===== config.mk =====
export PLATFORM = sky130hd
export DESIGN_NAME = dest_demux
export DESIGN_NICKNAME = d
export VERILOG_FILES = /design/src/rtl/dest_demux_pkg.sv /design/src/rtl/hold_fifo.sv /design/src/rtl/dest_demux.sv
export SDC_FILE = /design/constraint.sdc
export NUM_CORES = 1
export LEC_CHECK = 0
export BUFFER_PORTS_ARGS = -buffer_cell sky130_fd_sc_hd__buf_2
export CAP_MARGIN = 20
export CORE_UTILIZATION = 61
export DETAILED_ROUTE_END_ITERATION = 6
export GPL_TIMING_DRIVEN = 0
export PLACE_DENSITY = 0.91
export SYNTH_ARGS = -nofsm -noshare
export SYNTH_HDL_FRONTEND = slang
export SYNTH_SLANG_ARGS = --single-unit

===== constraint.sdc =====
create_clock -name clk -period 8.45 [get_ports clk]
set_input_delay 0.845 -clock clk [delete_from_list [all_inputs] [get_ports clk]]
set_output_delay 0.845 -clock clk [all_outputs]
set_load 0.03 [all_outputs]

===== src/rtl/dest_demux_pkg.sv =====
// ============================================================================
//  Module      : dest_demux_pkg
//  Description : Shared state encodings and destination-field constants for
//                the egress demultiplexer.
//  Revision    : 1.0  initial release
// ============================================================================
`default_nettype none

package dest_demux_pkg;

    typedef enum logic [1:0] {
        ST_IDLE    = 2'b00,
        ST_RUN     = 2'b01,
        ST_BLOCKED = 2'b10
    } state_t;

    // The destination index occupies the top C_DEST_W bits of every word.
    localparam int C_DEST_W   = 2;
    localparam int C_NUM_DEST = 4;

endpackage

`default_nettype wire


===== src/rtl/hold_fifo.sv =====
// ============================================================================
//  Module      : hold_fifo
//  Description : Circular holding buffer with occupancy, full/empty, and a
//                look-ahead of the tag bits of the head after this edge.
//  Revision    : 1.0  initial release
// ============================================================================
`default_nettype none

module hold_fifo #(
    parameter int DATA_W = 10,
    parameter int DEPTH  = 4,
    parameter int TAG_W  = 2
) (
    input  logic                       clk,
    input  logic                       reset,
    input  logic                       flush,
    input  logic                       i_push,
    input  logic                       i_pop,
    input  logic [DATA_W-1:0]          i_wr_data,
    output logic [DATA_W-1:0]          o_head,
    output logic [TAG_W-1:0]           o_next_tag,
    output logic [$clog2(DEPTH):0]     o_occ_next,
    output logic                       o_full,
    output logic                       o_empty
);

    localparam int C_AW    = $clog2(DEPTH);
    localparam int C_OCC_W = C_AW + 1;

    logic [DATA_W-1:0]  r_mem_q [DEPTH];
    logic [C_AW-1:0]    r_wr_ptr_q, w_wr_ptr_d;
    logic [C_AW-1:0]    r_rd_ptr_q, w_rd_ptr_d;
    logic [C_AW-1:0]    w_rd_nxt;
    logic [C_OCC_W-1:0] r_occ_q, w_occ_d;

    always_comb begin
        w_wr_ptr_d = r_wr_ptr_q;
        w_rd_ptr_d = r_rd_ptr_q;
        w_occ_d    = r_occ_q;
        if (flush) begin
            w_wr_ptr_d = '0;
            w_rd_ptr_d = '0;
            w_occ_d    = '0;
        end else begin
            if (i_push) w_wr_ptr_d = r_wr_ptr_q + 1'b1;
            if (i_pop)  w_rd_ptr_d = r_rd_ptr_q + 1'b1;
            case ({i_push, i_pop})
                2'b10:   w_occ_d = r_occ_q + 1'b1;
                2'b01:   w_occ_d = r_occ_q - 1'b1;
                default: w_occ_d = r_occ_q;
            endcase
        end
    end

    always_ff @(posedge clk) begin
        if (!reset) begin
            r_wr_ptr_q <= '0;
            r_rd_ptr_q <= '0;
            r_occ_q    <= '0;
        end else begin
            r_wr_ptr_q <= w_wr_ptr_d;
            r_rd_ptr_q <= w_rd_ptr_d;
            r_occ_q    <= w_occ_d;
        end
    end

    always_ff @(posedge clk) begin
        if (i_push && !flush) r_mem_q[r_wr_ptr_q] <= i_wr_data;
    end

    // Head after the edge: an incoming word becomes head when the buffer drains.
    assign w_rd_nxt = r_rd_ptr_q + 1'b1;
    always_comb begin
        o_next_tag = r_mem_q[r_rd_ptr_q][DATA_W-1 -: TAG_W];
        if (r_occ_q == '0 || (i_pop && r_occ_q == C_OCC_W'(1)))
            o_next_tag = i_wr_data[DATA_W-1 -: TAG_W];
        else if (i_pop)
            o_next_tag = r_mem_q[w_rd_nxt][DATA_W-1 -: TAG_W];
    end

    assign o_head     = r_mem_q[r_rd_ptr_q];
    assign o_occ_next = w_occ_d;
    assign o_full     = (r_occ_q == C_OCC_W'(DEPTH));
    assign o_empty    = (r_occ_q == '0);

endmodule

`default_nettype wire


===== src/rtl/dest_demux.sv =====
// ============================================================================
//  Module      : dest_demux
//  Description : Steers buffered words to egress FIFOs P4..P7 by their
//                destination field, with per-destination counters and FSM.
//  Revision    : 1.0  initial release
// ============================================================================
`default_nettype none

module dest_demux
    import dest_demux_pkg::*;
#(
    parameter int DATA_W = 10,
    parameter int DEPTH  = 4,
    parameter int CNT_W  = 8
) (
    input  logic              clk,
    input  logic              reset,
    input  logic              flush,
    input  logic              in_valid,
    input  logic [DATA_W-1:0] in_data,
    output logic              in_ready,
    input  logic              almost_full_P4,
    input  logic              almost_full_P5,
    input  logic              almost_full_P6,
    input  logic              almost_full_P7,
    output logic              push_P4,
    output logic              push_P5,
    output logic              push_P6,
    output logic              push_P7,
    output logic [DATA_W-1:0] out_data,
    output logic [CNT_W-1:0]  cnt_P4,
    output logic [CNT_W-1:0]  cnt_P5,
    output logic [CNT_W-1:0]  cnt_P6,
    output logic [CNT_W-1:0]  cnt_P7,
    output logic [1:0]        state
);

    localparam int C_OCC_W = $clog2(DEPTH) + 1;

    logic [C_NUM_DEST-1:0]             w_af;
    logic [DATA_W-1:0]                 w_head;
    logic [C_DEST_W-1:0]               w_head_dest;
    logic [C_DEST_W-1:0]               w_next_tag;
    logic [C_OCC_W-1:0]                w_occ_next;
    logic                              w_full, w_empty;
    logic                              w_accept, w_dispatch;
    logic [C_NUM_DEST-1:0]             w_push_d, r_push_q;
    logic [DATA_W-1:0]                 w_out_data_d, r_out_data_q;
    state_t                            w_state_d, r_state_q;
    logic [C_NUM_DEST-1:0][CNT_W-1:0]  w_cnt;

    assign w_af = {almost_full_P7, almost_full_P6, almost_full_P5, almost_full_P4};

    hold_fifo #(
        .DATA_W (DATA_W),
        .DEPTH  (DEPTH),
        .TAG_W  (C_DEST_W)
    ) u_hold_fifo (
        .clk        (clk),
        .reset      (reset),
        .flush      (flush),
        .i_push     (w_accept),
        .i_pop      (w_dispatch),
        .i_wr_data  (in_data),
        .o_head     (w_head),
        .o_next_tag (w_next_tag),
        .o_occ_next (w_occ_next),
        .o_full     (w_full),
        .o_empty    (w_empty)
    );

    assign in_ready    = ~w_full;
    assign w_head_dest = w_head[DATA_W-1 -: C_DEST_W];
    assign w_accept    = in_valid & in_ready & ~flush;
    assign w_dispatch  = ~w_empty & ~flush & ~w_af[w_head_dest];

    always_comb begin
        w_push_d     = '0;
        w_out_data_d = r_out_data_q;
        if (w_dispatch) begin
            w_push_d[w_head_dest] = 1'b1;
            w_out_data_d          = w_head;
        end
    end

    // State reflects the buffer as it stands after this edge.
    always_comb begin
        if (w_occ_next == '0)
            w_state_d = ST_IDLE;
        else if (w_af[w_next_tag])
            w_state_d = ST_BLOCKED;
        else
            w_state_d = ST_RUN;
    end

    always_ff @(posedge clk) begin
        if (!reset) begin
            r_push_q     <= '0;
            r_out_data_q <= '0;
            r_state_q    <= ST_IDLE;
        end else begin
            r_push_q     <= w_push_d;
            r_out_data_q <= w_out_data_d;
            r_state_q    <= w_state_d;
        end
    end

    for (genvar i = 0; i < C_NUM_DEST; i++) begin : g_cnt
        logic [CNT_W-1:0] r_cnt_q, w_cnt_d;

        always_comb begin
            w_cnt_d = r_cnt_q;
            if (w_push_d[i]) w_cnt_d = r_cnt_q + 1'b1;
        end

        always_ff @(posedge clk) begin
            if (!reset) r_cnt_q <= '0;
            else        r_cnt_q <= w_cnt_d;
        end

        assign w_cnt[i] = r_cnt_q;
    end

    assign {push_P7, push_P6, push_P5, push_P4} = r_push_q;
    assign out_data = r_out_data_q;
    assign cnt_P4   = w_cnt[0];
    assign cnt_P5   = w_cnt[1];
    assign cnt_P6   = w_cnt[2];
    assign cnt_P7   = w_cnt[3];
    assign state    = r_state_q;

endmodule

`default_nettype wire


== Word level (Yosys, flattened, before mapping) ==
Memories as Yosys holds them, arrays and structs flattened. A register that Yosys moved wholly into a read port is not among the register bits.
Index checks and enable logic that the tools add are counted.

* Register bits: 55
* RAM bits: 40
* Input bits: 18
* Output and inout port bits: 49
* Logic and storage cells: 60
* Memories kept: 1

{| class="wikitable"
|+ Memory list
! memory !! depth !! width !! rd ports !! clocked after memory_dff !! write ports !! line !! RTL
|-
| u_hold_fifo.r_mem_q || 4 || 10 || 2 || 1 || 1 || hold_fifo.sv:30 || <nowiki>logic [DATA_W-1:0] r_mem_q [DEPTH];</nowiki>
|}

* $add $sub $neg: 8
* Order comparisons: 3
* Eq/ne operators: 4
* Multiplexer cells: 16
* Bitwise operators: 9
* Reductions and logical operators: 9

{| class="wikitable"
|+ Operators with widths
! cell !! number
|-
| 8-bit by 1-bit adder with 8-bit output, second input constant || 4
|-
| 2-bit 2-to-1 mux || 5
|-
| 3-bit logical NOT || 2
|-
| 2-bit by 3-bit < comparator with 1-bit output, second input constant || 2
|-
| 3-bit one-hot mux with 2 select lines || 1
|-
| 1-bit 2-to-1 mux || 5
|-
| 1-bit inverter || 5
|-
| 2-bit by 1-bit adder with 2-bit output, second input constant || 2
|-
| 1-bit AND || 4
|-
| 1-bit binary-select mux with 2-bit select || 2
|-
| 4-bit 2-to-1 mux || 1
|-
| 2-bit OR reduction || 2
|-
| 3-bit by 1-bit adder with 3-bit output, second input constant || 1
|-
| 3-bit by 1-bit equality test with 1-bit output, second input constant || 1
|-
| 3-bit equality test, second input constant || 1
|-
| 1-bit logical AND || 3
|-
| 3-bit 2-to-1 mux || 1
|-
| 3-bit by 1-bit subtractor with 3-bit output, second input constant || 1
|-
| 1-bit demux with 2-bit select || 1
|-
| 2-bit by 1-bit equality test with 1-bit output, second input constant || 1
|-
| 2-bit equality test, second input constant || 1
|-
| 2-bit by 1-bit greater-or-equal comparator with 1-bit output, second input constant || 1
|-
| 1-bit logical NOT || 1
|-
| 1-bit logical OR || 1
|}

== Depth between registers and ports, before layout ==
* Depth after elaboration: 10
* Gate-level depth with buffers: 15
* Depth with buffers taken out: 14

== Cells and area by module ==
From an unflattened synthesis, not the netlist that was laid out.

* Cells, all modules: 361
* Area total of the unflattened synthesis: 4254.1 sq um

{| class="wikitable"
|+ By module, submodules not included
! module !! instances !! cells an instance !! area each (sq um)
|-
| dest_demux || 1 || 241 || 2139.6
|-
| hold_fifo || 1 || 120 || 2114.5
|}

== Worst setup path after synthesis ==
OpenSTA, ideal clock, no wires.

* Kind: input port to flip-flop
* From: input almost_full_P5
* To: register r_state_q[1], in the netlist state[1]
* Arrival: 3.495 ns
* Required time: 8.333 ns
* Path slack: 4.838 ns
* Stages: 12
* Cells stage by stage: nor2b_1 -> a311oi_2 -> nand2_1 -> or2_2 -> clkbuf_1 -> ha_1 -> a22o_1 -> a21oi_1 -> a311oi_1 -> or3_1 -> and2_1 -> a22o_1

* Cells in the longest elaborated chain, start to end: 10

{| class="wikitable"
|+ Ends and longest elaborated chain
! item !! line !! RTL
|-
| from (decl) || dest_demux.sv:23 || <nowiki>input logic almost_full_P5,</nowiki>
|-
| parallel branches: the longest is 10 deep, another holds 3-bit one-hot mux with 2 select lines || -- ||
|-
| to (signal assigned) || dest_demux.sv:104 || <nowiki>r_state_q <= w_state_d;</nowiki>
|-
| to (decl) || dest_demux.sv:49 || <nowiki>state_t w_state_d, r_state_q;</nowiki>
|}

Several ways; the timed one is not identified. The select of a mux whose other input is x is not followed.
A chain may end at the register's enable or synchronous reset.

==> impl_metrics.ini <==
[power]
irDropWorstVdd_v = 0.000147
cellLeakagePower_nw = 1.99
power_density_nw_per_um2 = 172

[die]
design.die.area_um2 = 7400
io_pins = 67
rows = 30
core_region_area_um2 = 6790
floorplan.initialDensity_pct = 63.4
die_w_um = 86.0
chipHeight_um = 86.0

[cts]
htreeDepth = 3
root_buf_cell = clkbuf_8
worst_skew_pair_later_pin_latency_ns = 0.37
hold_buffer_count_at_cts = 0
tritoncts = built
clock_tree.buffer_depth = 2
clk_transition_reported_paths_ns = 0.10
numCtsBuffers = 9
clkSinkCount = 97
buffer_count_from_post_cts_setup_fixing = 0
post_cts.resized_instances = 0

[cells_and_area]
syn_to_final_growth_pct = 15.4
drive_gt1_share_pct = 24.8
num-nets-final = 467
antennaDiodeCount = 0
final_design_area_no_fill_um2 = 4970

[hold_path]
class_of_the_most_critical_hold_timing_path = flip-flop to flip-flop

[critical_path]
crit_path_max_fanout = 10
critical_path.endpoint_type = flip-flop
worstPathRequired_ns = 8.72
ff2ff_setup_slack_ns = 4.43
worstSetupStartpointType = flip-flop
criticalPathCategory = flip-flop to flip-flop
cp_arrival_ns = 4.29

[synthesis]
synth_top_cell_area_share_pct = 27.9
synth_top_cells_by_count = dfxtp_1, nand2_1, edfxtp_1
seq_area_frac_synth_pct = 54.4
synth.avg_cell_area_um2 = 12.0
ys_async_sr_fraction_pct = 0
yosys_warnings = 0
syn-num-nets = 390
synthesis.instances = 358
most_numerous_cell_in_the_yosys_netlist = dfxtp_1
synthDistinctLibCells = 42
synth_enable_flop_cells = 40
syn_area_um2 = 4310
synth_top_cells_by_area = edfxtp_1, dfxtp_1, mux4_2, and2_1, xnor2_1
synthFlopType = dfxtp_1
number_of_storage_elements_in_the_synthesis_netlist = 97
synth_area_leader = edfxtp_1

[placed_design]
detailedPlacementHpwl_mm = 6.09
placed_area_um2 = 4760
place.gp.congestion = 0.818
port_buffer_count = 66

[flow_run]
max_cap_violations = 0

[route]
via_count = 2969
detail_route.drc_violations = 0
post_drt_via_cell_ratio = 5.54
routed_wirelength_normalized_by_instance_count_um = 15.7
ant_nets = 0
initialDrtViolationCount = 143
finalWirelength_mm = 8.43
dr.pass1.iters = 5

[global_route]
grt_first_pass_wirelength_mm = 13.5
first_global_vias = 2861
groute.usage.overall_pct = 24.5
globalRoute.totalOverflow = 0
grt_start_max_net_pins = 19
antenna_found_initial = 0

[sta]
maxSlewHeadroom_pct = 58.8
finClkSkew_ns = 0.0107
tightestPinTransition_ns = 0.615
clock.fmax_mhz = 249
setup_violations = 0
final.setup.tns_ns = 0
grt_setup_unrepaired = false
timing.final.hold_violations = 0
hold_slack_ns = 0.475
period_share_pct = 47.6
maxSlewViolCount = 0
final_period_minus_worst_setup_slack_ns = 4.02

[run_status]
outcome = finished, final reports clean
-- metal layers --
metal / up-vias / GRT usage, % / part of all wire, %
li1: 1412 / - / -
met1: 1455 / 27.8 / 40
met2: 82 / 43.3 / 53
met3: 20 / 4.33 / 4.3
met4: 0 / 14.1 / 2.4
met5: - / 0 / 0
-- flip-flops by register name, indices dropped and copies added, names as in the netlist, named ones only --
signal	count
cnt_P6	8
cnt_P4	8
u_hold_fifo.r_rd_ptr_q	2
u_hold_fifo.r_occ_q	3
out_data	10
cnt_P7	8
r_push_q	4
u_hold_fifo.r_wr_ptr_q	2
u_hold_fifo.r_mem_q	40
cnt_P5	8
state	2
-- metrics by stage --
step                instances  setup slack, ns  util, %  power [mW]
floorplan                 358             4.84        -       0.533
global placement          520             4.38     70.0       0.547
detailed placement        520             4.30     70.0       0.549
CTS                       536             4.46     73.1       0.857
global route              536             4.25     73.1       0.883
finish                    536             4.43     73.1       0.857
-- worst paths after layout --
kind                                  startpoint                  endpoint  depth (start not counted)
max          u_hold_fifo.r_mem_q[3][8]$_DFFE_PP_       state[1]$_SDFF_PP0_                         12
min                     out_data[0]$_SDFFE_PN0P_  out_data[0]$_SDFFE_PN0P_                          2
max reg2reg  u_hold_fifo.r_mem_q[3][8]$_DFFE_PP_       state[1]$_SDFF_PP0_                         12
min reg2reg             out_data[0]$_SDFFE_PN0P_  out_data[0]$_SDFFE_PN0P_                          2
-- cells by family after synthesis --
logic type	Yosys count	share of synthesized area [%]
AND/OR/NAND/NOR	136	17.3
XOR/XNOR	30	6.10
buffers and inverters	24	2.21
adder cells (fa/ha/maj)	14	4.07
AO/OA/AOI/OAI	30	5.61
multiplexers	27	10.4
flip-flops	97	54.4
-- final cells by class --
| type | count | area, um2 |
|---|---|---|
| buffer | 14 | 57.6 |
| clock buffer | 9 | 124 |
| clock inverter | 7 | 87.6 |
| fill | 461 | 1820 |
| inverter | 10 | 37.5 |
| multi-input combinational | 237 | 1870 |
| sequential | 97 | 2340 |
| tap | 96 | 120 |
| timing repair buffer | 66 | 330 |
-- power breakdown --
part	switching (mW)	total, mW	internal, mW
Clock	0.175	0.318	0.143
Sequential	0.00252	0.494	0.492
Combinational	0.0266	0.0446	0.0180
Total	0.204	0.857	0.653
-- worst max-delay path: stages, from the launching register on --
cell and delay [ns]:
edfxtp_1 0.44, mux4_2 0.63, mux2_4 0.35, mux2_4 0.31, or2_2 0.33, clkbuf_1 0.26, ha_1 0.33, a22o_1 0.22
a21oi_1 0.17, a311oi_1 0.08, or3_1 0.42, and2_1 0.16, a22o_1 0.21
-- cell usage in the layout, fill, tap and decap left out, drive strengths merged, types with 4 or more instances in the layout --
cell    synthesis  layout
mux2i           9       9
nand3           7       7
buf             4      70
nor2b          11      11
clkbuf         10      19
dfxtp          57      57
a21boi         10      10
and2           39      39
edfxtp         40      40
xnor2          23      23
nor2           10      10
ha             14      14
a21oi           4       4
mux2            6       6
inv            10      13
nand2          41      41
nand2b          5       5
mux4           12      12
xor2            7       7
nand4           9       9
and3            5       5
Power figures use the tool's default switching activity.
